===== src/rtl/instruction_status_latch_if.sv =====
// Fetch/flag bundle between control unit, instruction memory and the status latch.
// The slave modport is the latch; the master side drives strobes, memory data and ALU results.
interface instruction_status_latch_if #(
    parameter int unsigned IW = 32
);
    logic          fetch_req;
    logic [IW-1:0] mem_data;
    logic          mem_ready;
    logic          set_flags;
    logic [3:0]    alu_flags;
    logic          alu_zero;
    logic [IW-1:0] instruction;
    logic          ir_valid;
    logic          fetch_busy;
    logic          fetch_error;
    logic [4:0]    status;

    modport master (
        output fetch_req, mem_data, mem_ready, set_flags, alu_flags, alu_zero,
        input  instruction, ir_valid, fetch_busy, fetch_error, status
    );

    modport slave (
        input  fetch_req, mem_data, mem_ready, set_flags, alu_flags, alu_zero,
        output instruction, ir_valid, fetch_busy, fetch_error, status
    );
endinterface


===== src/rtl/instruction_status_latch.sv =====
// Instruction register with bounded-wait fetch handshake, plus the NZCV flag register
// and the 5-bit status bus consumed by the LEGv8 control unit.
module instruction_status_latch #(
    parameter int unsigned IW      = 32,
    parameter int unsigned TIMEOUT = 15
) (
    input  logic                          clock,
    input  logic                          reset,
    instruction_status_latch_if.slave     bus
);
    localparam int unsigned CntW = (TIMEOUT > 1) ? $clog2(TIMEOUT) : 1;
    localparam logic [CntW-1:0] CntLast = CntW'(TIMEOUT - 1);

    typedef enum logic [1:0] {StIdle, StWait, StHold} state_e;

    state_e          state_q, state_d;
    logic [CntW-1:0] cnt_q, cnt_d;
    logic [IW-1:0]   instr_q, instr_d;
    logic            valid_q, valid_d;
    logic            error_q, error_d;
    logic [3:0]      flags_q;

    always_ff @(posedge clock or negedge reset) begin
        if (!reset) begin
            state_q <= StIdle;
            cnt_q   <= '0;
            instr_q <= '0;
            valid_q <= 1'b0;
            error_q <= 1'b0;
        end else begin
            state_q <= state_d;
            cnt_q   <= cnt_d;
            instr_q <= instr_d;
            valid_q <= valid_d;
            error_q <= error_d;
        end
    end

    always_comb begin
        state_d = state_q;
        cnt_d   = cnt_q;
        instr_d = instr_q;
        valid_d = valid_q;
        error_d = error_q;
        unique case (state_q)
            StIdle, StHold: begin
                if (bus.fetch_req) begin
                    state_d = StWait;
                    cnt_d   = '0;
                    valid_d = 1'b0;
                    error_d = 1'b0;
                end
            end
            StWait: begin
                // Ready wins over timeout in the same cycle; fetch_req cannot restart.
                if (bus.mem_ready) begin
                    instr_d = bus.mem_data;
                    valid_d = 1'b1;
                    state_d = StHold;
                end else if (cnt_q == CntLast) begin
                    error_d = 1'b1;
                    state_d = StIdle;
                end else begin
                    cnt_d = cnt_q + 1'b1;
                end
            end
            default: state_d = StIdle;
        endcase
    end

    // Flag register is independent of the fetch FSM.
    always_ff @(posedge clock or negedge reset) begin
        if (!reset) begin
            flags_q <= '0;
        end else if (bus.set_flags) begin
            flags_q <= bus.alu_flags;
        end
    end

    assign bus.instruction = instr_q;
    assign bus.ir_valid    = valid_q;
    assign bus.fetch_busy  = (state_q == StWait);
    assign bus.fetch_error = error_q;
    assign bus.status      = {flags_q, bus.alu_zero};
endmodule


===== src/flat_wrapper.sv =====
// flat-port wrapper written by rule: the top's interface ports become plain ports
module instruction_status_latch_flat 
#(
    parameter int unsigned IW      = 32,
    parameter int unsigned TIMEOUT = 15
)
  (clock, reset, bus_fetch_req, bus_mem_data, bus_mem_ready, bus_set_flags, bus_alu_flags, bus_alu_zero, bus_instruction, bus_ir_valid, bus_fetch_busy, bus_fetch_error, bus_status);
  instruction_status_latch_if #(.IW(IW)) bus_i ();
  input  logic clock;
  input  logic reset;
  input wire logic [$bits(bus_i.fetch_req)-1:0] bus_fetch_req;
  input wire logic [$bits(bus_i.mem_data)-1:0] bus_mem_data;
  input wire logic [$bits(bus_i.mem_ready)-1:0] bus_mem_ready;
  input wire logic [$bits(bus_i.set_flags)-1:0] bus_set_flags;
  input wire logic [$bits(bus_i.alu_flags)-1:0] bus_alu_flags;
  input wire logic [$bits(bus_i.alu_zero)-1:0] bus_alu_zero;
  output wire logic [$bits(bus_i.instruction)-1:0] bus_instruction;
  output wire logic [$bits(bus_i.ir_valid)-1:0] bus_ir_valid;
  output wire logic [$bits(bus_i.fetch_busy)-1:0] bus_fetch_busy;
  output wire logic [$bits(bus_i.fetch_error)-1:0] bus_fetch_error;
  output wire logic [$bits(bus_i.status)-1:0] bus_status;
  assign bus_i.fetch_req = bus_fetch_req;
  assign bus_i.mem_data = bus_mem_data;
  assign bus_i.mem_ready = bus_mem_ready;
  assign bus_i.set_flags = bus_set_flags;
  assign bus_i.alu_flags = bus_alu_flags;
  assign bus_i.alu_zero = bus_alu_zero;
  assign bus_instruction = bus_i.instruction;
  assign bus_ir_valid = bus_i.ir_valid;
  assign bus_fetch_busy = bus_i.fetch_busy;
  assign bus_fetch_error = bus_i.fetch_error;
  assign bus_status = bus_i.status;
  instruction_status_latch #(.IW(IW), .TIMEOUT(TIMEOUT)) u_core (.clock(clock), .reset(reset), .bus(bus_i));
endmodule

===== config.mk =====
export PLATFORM = sky130hd
export DESIGN_NAME = instruction_status_latch_flat
export DESIGN_NICKNAME = d
export VERILOG_FILES = /design/src/rtl/instruction_status_latch_if.sv /design/src/rtl/instruction_status_latch.sv /design/src/flat_wrapper.sv
export SDC_FILE = /design/constraint.sdc
export NUM_CORES = 1
export LEC_CHECK = 0
export ABC_CLOCK_PERIOD_IN_PS = 4000
export BUFFER_PORTS_ARGS = -buffer_cell sky130_fd_sc_hd__buf_2
export CAP_MARGIN = 40
export CORE_ASPECT_RATIO = 0.9
export CORE_MARGIN = 1.5
export CORE_UTILIZATION = 50
export DETAILED_ROUTE_END_ITERATION = 12
export PLACE_DENSITY = 0.84
export SYNTH_ARGS = -nofsm -noshare
export SYNTH_HDL_FRONTEND = slang
export SYNTH_SLANG_ARGS = --single-unit

===== constraint.sdc =====
create_clock -name clock -period 4 [get_ports clock]
set_clock_uncertainty 0.2 [all_clocks]
set_input_delay 0.6 -clock clock [delete_from_list [all_inputs] [get_ports clock]]
set_output_delay 0.6 -clock clock [all_outputs]
set_load 0.01 [all_outputs]

==> results of run 1 <==
==> cells in the mapped netlist <==
cell type / count
nor2b_1: 1
mux2_2: 8
inv_1: 1
dfrtp_1: 44
xor2_1: 1
buf_4: 1
nand2b_1: 2
nor3b_1: 1
mux2i_1: 4
nor2b_4: 1
mux2_4: 28
nand3_1: 3
ha_1: 2
o21ai_0: 1
buf_6: 3
nand2_4: 1
nand2_1: 8
o21a_1: 1
==> power breakdown <==
part | switching, mW | internal (mW) | leakage, nW | total [mW]
Clock | 0.128 | 0.141 | 0.0455 | 0.269
Sequential | 0.103 | 0.618 | 0.527 | 0.721
Combinational | 0.240 | 0.347 | 0.723 | 0.587
Total | 0.472 | 1.11 | 1.29 | 1.58
==> final timing paths <==
check	from	to	slack, ps	cells after the start
worst max-delay path	u_core.state_q[1]	bus_fetch_busy	2180	2
worst min-delay path	reset	u_core.flags_q[0]	70	1
worst max register to register	u_core.state_q[0]	u_core.bus.instruction[14]	2280	3
worst min register to register	u_core.bus.ir_valid	u_core.bus.ir_valid	270	2
max in group asynchronous	reset	u_core.state_q[1]	3060	2
min in group clock	u_core.bus.ir_valid	u_core.bus.ir_valid	270	2
==> kinds of logic after synthesis <==
kind of cell / synth area share [%]
xor gates and xnor gates: 0.476
adders and majority gates: 1.36
muxes: 29.9
buffers and inverters: 2.45
AOI/OAI and AO/OA: 0.680
DFF: 59.9
and+or+nand+nor: 5.24
==> worst max-delay path, cell delays in order, from the launching register on <==
cell,delay [ps]
dfrtp_1,430
nor2b_4,160
buf_2,140
==> final cells by class <==
class / count / area (µm²)
multi-input cells: 62 / 693
clock buffers: 8 / 90.1
fillers: 270 / 1090
repair buffers: 80 / 423
well taps: 44 / 55.1
flip-flops and latches: 44 / 1100
inverters: 1 / 3.75
==> layer usage <==
layer	vias to the layer above	track usage [%]	part of all wire, %
li1	543	-	-
met1	525	22.9	43
met2	66	28.4	45
met3	7	4.45	9.7
met4	0	8.75	1.8
met5	-	0	0
==> stage by stage <==
step | total power [mW] | setup WS, ps | instances | hold WS (ps) | area (µm²)
2_1_floorplan | 1.09 | 2480 | 111 | 104 | 1840
3_5_place_dp | 1.32 | 2080 | 231 | 262 | 2280
5_1_grt | 1.68 | 2150 | 239 | 104 | 2370
4_1_cts | 1.60 | 2170 | 239 | 74.9 | 2370
6_report | 1.58 | 2180 | 239 | 65.9 | 2370
3_3_place_gp | 1.29 | 2140 | 230 | 257 | 2250
==> state kept, by name, indices dropped and copies added (netlist names) <==
register,cells
u_core.bus.fetch_error,1
u_core.bus.instruction,32
u_core.flags_q,4
u_core.cnt_q,4
u_core.state_q,2
u_core.bus.ir_valid,1
==> impl_metrics.env, run 1 <==
export IMPL_max_freq_mhz=551
export IMPL_root_buffer="clkbuf_8"
export IMPL_syn_nets=155
export IMPL_setup_viol=0
export IMPL_clock_sinks=44
export IMPL_slew_viol_final=0
export IMPL_ys_types=18
export IMPL_hold_buffers=0
export IMPL_yosysSeqAreaShare_pct=59.9
export IMPL_fin_nets=238
export IMPL_portBuffers=79
export IMPL_maxSlewHeadroom_pct=61.4
export IMPL_final_common_cell="buf_2"
export IMPL_cp_required_ps=3200
export IMPL_routed_via_density=4.77
export IMPL_grt_max_degree=35
export IMPL_min_period_ps=1820
export IMPL_die_area_um2=4050
export IMPL_ant_nets=0
export IMPL_start_util_pct=53.3
export IMPL_rows=20
export IMPL_htree_levels=2
export IMPL_maxCapViolCount=0
export IMPL_irDropWorstVdd_mv=0.396
export IMPL_arrival_ps=1020
export IMPL_p_leak_nw=1.29
export IMPL_tightest_slew_ps=579
export IMPL_dr_pass1_iters=3
export IMPL_post_route_util_pct=68.5
export IMPL_wl_per_cell_um=13.8
export IMPL_syn_area_um2=1840
export IMPL_pwr_density_cell_nw_per_um2=667
export IMPL_gp_congestion=0.641
export IMPL_cts_buffer_depth=2
export IMPL_pin_count=82
export IMPL_crit_fanout=3
export IMPL_critical_path_class="flop to output pin"
export IMPL_post_cts_setup_buffers=0
export IMPL_syn_area_per_cell_um2=16.6
export IMPL_vias=1141
export IMPL_die_h_um=60.5
export IMPL_hold_class="primary input to async pin"
export IMPL_numCtsBuffers=5
export IMPL_layout_cells_most_common_list="79 x buf_2, 44 x dfrtp_1, 28 x mux2_4"
export IMPL_clkTransAtPathRegs_ps=70
export IMPL_insertedDiodeCount=0
export IMPL_grt_pass1_vias=1164
export IMPL_fp_dieW_um=66.9
export IMPL_insertion_delay_ps=280
export IMPL_synth_top_area_cell="dfrtp_1"
export IMPL_start_kind="flop"
export IMPL_outcome="complete, no violations"
export IMPL_ys_ff_latch=44
export IMPL_antenna_found_initial=0
export IMPL_grt_overflow=0
export IMPL_endpoint_kind="output pin"
export IMPL_drt_iter0_markers=40
export IMPL_grt_pass1_wl_um=5150
export IMPL_dpl_hpwl_um=2490
export IMPL_tns_ps=0
export IMPL_cts_resized=0
export IMPL_finalHoldViolCount=0
export IMPL_core_um2=3450
export IMPL_period_share_pct=45.4
export IMPL_cts_tree="done"
export IMPL_syn_instance_count=111
export IMPL_wl_um=3300
export IMPL_synth_top_cell_area_share_pct=59.9
export IMPL_grtUsageTotal_pct=17.7
export IMPL_drc_errors=0
export IMPL_rsz0062_at_grt="false"
export IMPL_syn_to_final_growth_pct=28.6
export IMPL_yosys_warnings=0
export IMPL_drive_gt1_share_pct=63.6
export IMPL_netlist_top_cells_area="dfrtp_1 60%, mux2_4 23%, mux2_2 4.9%"
Note: power is estimated with default switching activity, not from simulation.
==> run 2: changes to the inputs <==
--- a/config.mk
+++ b/config.mk
@@ -5,14 +5,15 @@
 export SDC_FILE = /design/constraint.sdc
 export NUM_CORES = 1
 export LEC_CHECK = 0
-export ABC_CLOCK_PERIOD_IN_PS = 4000
+export ABC_AREA = 1
+export ABC_CLOCK_PERIOD_IN_PS = 1750
 export BUFFER_PORTS_ARGS = -buffer_cell sky130_fd_sc_hd__buf_2
 export CAP_MARGIN = 40
 export CORE_ASPECT_RATIO = 0.9
 export CORE_MARGIN = 1.5
-export CORE_UTILIZATION = 50
+export CORE_UTILIZATION = 46
 export DETAILED_ROUTE_END_ITERATION = 12
-export PLACE_DENSITY = 0.84
+export PLACE_DENSITY = 0.78
 export SYNTH_ARGS = -nofsm -noshare
 export SYNTH_HDL_FRONTEND = slang
 export SYNTH_SLANG_ARGS = --single-unit
==> constraint.sdc (replaced) <==
create_clock -name clock -period 1.75 [get_ports clock]
set_clock_uncertainty 0.2 [all_clocks]
set_input_delay 0.2625 -clock clock [delete_from_list [all_inputs] [get_ports clock]]
set_output_delay 0.2625 -clock clock [all_outputs]
set_load 0.01 [all_outputs]
==> impl_metrics.env, run 2 <==
export IMPL_outcome="complete, no violations"
export IMPL_grt_overflow=0
export IMPL_yosysSeqAreaShare_pct=59.5
export IMPL_cts_tree="done"
export IMPL_drive_gt1_share_pct=34.4
export IMPL_finalHoldViolCount=0
export IMPL_grt_pass1_vias=1539
export IMPL_min_period_ps=1620
export IMPL_wl_per_cell_um=12.2
export IMPL_crit_fanout=11
export IMPL_drt_iter0_markers=81
export IMPL_r2r_slack_ps=260
export IMPL_hold_start="bus_mem_data[3]"
export IMPL_p_leak_nw=1.38
export IMPL_post_cts_setup_buffers=0
export IMPL_cpPeakStageDelay_ps=380
export IMPL_start_kind="flop"
export IMPL_instances_no_fill=325
export IMPL_netlist_top_cells_area="dfrtp_1 60%, nand2_1 16%, nand3_1 11%"
export IMPL_hold_class="primary input to flop"
export IMPL_arrival_ps=1160
export IMPL_syn_area_per_cell_um2=9.48
export IMPL_root_buffer="clkbuf_8"
export IMPL_synth_top_area_cell="dfrtp_1"
export IMPL_hold_depth=3
export IMPL_die_area_um2=4410
export IMPL_cts_buffer_depth=2
export IMPL_htree_levels=2
export IMPL_routed_via_density=4.92
export IMPL_syn_nets=239
export IMPL_dpl_hpwl_um=2660
export IMPL_slew_viol_final=0
export IMPL_cp_required_ps=1290
export IMPL_cp_cell_sequence="inv_2 > nor2_8 > buf_2"
export IMPL_die_h_um=63.2
export IMPL_period_share_pct=92.7
export IMPL_crit_buf_inv=2
export IMPL_maxSlewHeadroom_pct=63.1
export IMPL_final_common_cell="buf_2"
export IMPL_grt_pass1_wl_um=6720
export IMPL_largest_reg_flops=32
export IMPL_dp_cells=312
export IMPL_pin_count=82
export IMPL_tightest_slew_ps=553
export IMPL_layout_cells_most_common_list="79 x buf_2, 77 x nand2_1, 44 x dfrtp_1"
export IMPL_grt_max_degree=45
export IMPL_grtUsageTotal_pct=18.7
export IMPL_numCtsBuffers=5
export IMPL_yosysMostFrequentCell="nand2_1"
export IMPL_syn_instance_count=195
export IMPL_ys_flop_type="dfrtp_1"
export IMPL_holdPathEnd="u_core.bus.instruction[3]"
export IMPL_total_power_mw=3.32
export IMPL_pwr_density_cell_nw_per_um2=1390
export IMPL_antenna_found_initial=0
export IMPL_start_util_pct=48.9
export IMPL_clock_sinks=44
export IMPL_critical_path_class="flop to output pin"
export IMPL_vias=1600
export IMPL_syn_to_final_growth_pct=28.7
export IMPL_drc_errors=0
export IMPL_ys_ff_latch=44
export IMPL_synth_top_cell_area_share_pct=59.5
export IMPL_timing_rr_end="u_core.bus.instruction[30]"
export IMPL_synth_edf_count=0
export IMPL_reg2reg_depth=5
export IMPL_irDropWorstVdd_mv=0.824
export IMPL_syn_area_um2=1850
export IMPL_gp_congestion=0.785
export IMPL_portBuffers=79
export IMPL_maxCapViolCount=0
export IMPL_yosys_warnings=0
export IMPL_insertion_delay_ps=280
export IMPL_rows=21
export IMPL_rsz0062_at_grt="false"
export IMPL_ys_async_sr_fraction_pct=100
export IMPL_max_freq_mhz=616
export IMPL_ant_nets=0
export IMPL_ys_types=17
export IMPL_wl_um=3950
export IMPL_cpMaxStageDelayCell="dfrtp_1"
export IMPL_tns_ps=0
export IMPL_fin_nets=323
export IMPL_cp_depth=3
export IMPL_core_um2=3780
export IMPL_crit_family="flip-flops"
export IMPL_insertedDiodeCount=0
export IMPL_clkTransAtPathRegs_ps=80
export IMPL_endpoint_kind="output pin"
export IMPL_synth_common_cells="77 x nand2_1, 44 x dfrtp_1, 42 x nand3_1"
export IMPL_fp_dieW_um=69.8
export IMPL_setup_viol=0
export IMPL_cts_resized=0
export IMPL_r2r_start="u_core.state_q[0]"
export IMPL_dr_pass1_iters=4
## run 2: cell families after synthesis
kind of cell	after synthesis	synth area share [%]
AOI/OAI and AO/OA	2	0.812
adders and majority gates	2	1.35
buffers and inverters	18	5.95
and+or+nand+nor	124	29.4
muxes	4	2.44
DFF	44	59.5
xor gates and xnor gates	1	0.474
## run 2: layout make-up
class	instances	area [µm²]
Fill cell	340	1400
Inverter	7	26.3
Sequential cell	44	1100
Clock buffer	6	72.6
Multi-Input combinational cell	134	649
Clock inverter	1	5.00
Timing Repair Buffer	87	468
Tap cell	46	57.6
## run 2: metal layers
metal	GRT usage, %	vias to the layer above	part of all wire [%]
met2	31.0	59	47
li1	-	793	-
met3	4.48	2	7.2
met1	24.6	746	45
met4	5.77	0	0.58
met5	0	-	0
## run 2: repair_timing
| item | 4_1_cts | 5_1_grt |
|---|---|---|
| hold endpoints to repair | 48 | 0 |
| hold buffers | 5 | 0 |
| endpoints found under the setup margin | 0 | 1 |
## run 2: worst max-delay path by stage
| stage | startpoint | endpoint | slack [ps] |
|---|---|---|---|
| 3_3_place_gp | u_core.state_q[1] | u_core.bus.instruction[27] | 240 |
| 6_report | u_core.state_q[0] | bus_fetch_busy | 130 |
| 2_1_floorplan | u_core.cnt_q[0] | u_core.cnt_q[3] | 430 |
| 3_5_place_dp | u_core.state_q[1] | u_core.bus.instruction[30] | 180 |
| 4_1_cts | u_core.state_q[1] | bus_fetch_busy | 30 |
| 5_1_grt | u_core.state_q[0] | bus_fetch_busy | 40 |
## run 2: power by group
group	total (mW)	switching [mW]	internal (mW)
Clock	0.582	0.310	0.272
Sequential	1.60	0.221	1.38
Combinational	1.13	0.659	0.471
## run 2: per-stage QoR
stage	hold slack (ps)	setup slack (ps)	utilization, %	area (µm²)
2_1_floorplan	-233	432	-	1850
3_3_place_gp	170	244	59.2	2240
3_5_place_dp	175	179	59.2	2240
4_1_cts	1.51	33.3	62.6	2370
5_1_grt	0.594	43.8	62.9	2380
6_report	6.31	128	62.9	2380
## run 2: tightest hold or removal path, cell delays in order
cell and delay, ps:
buf_2 70, nand3_1 60, nand2_1 60
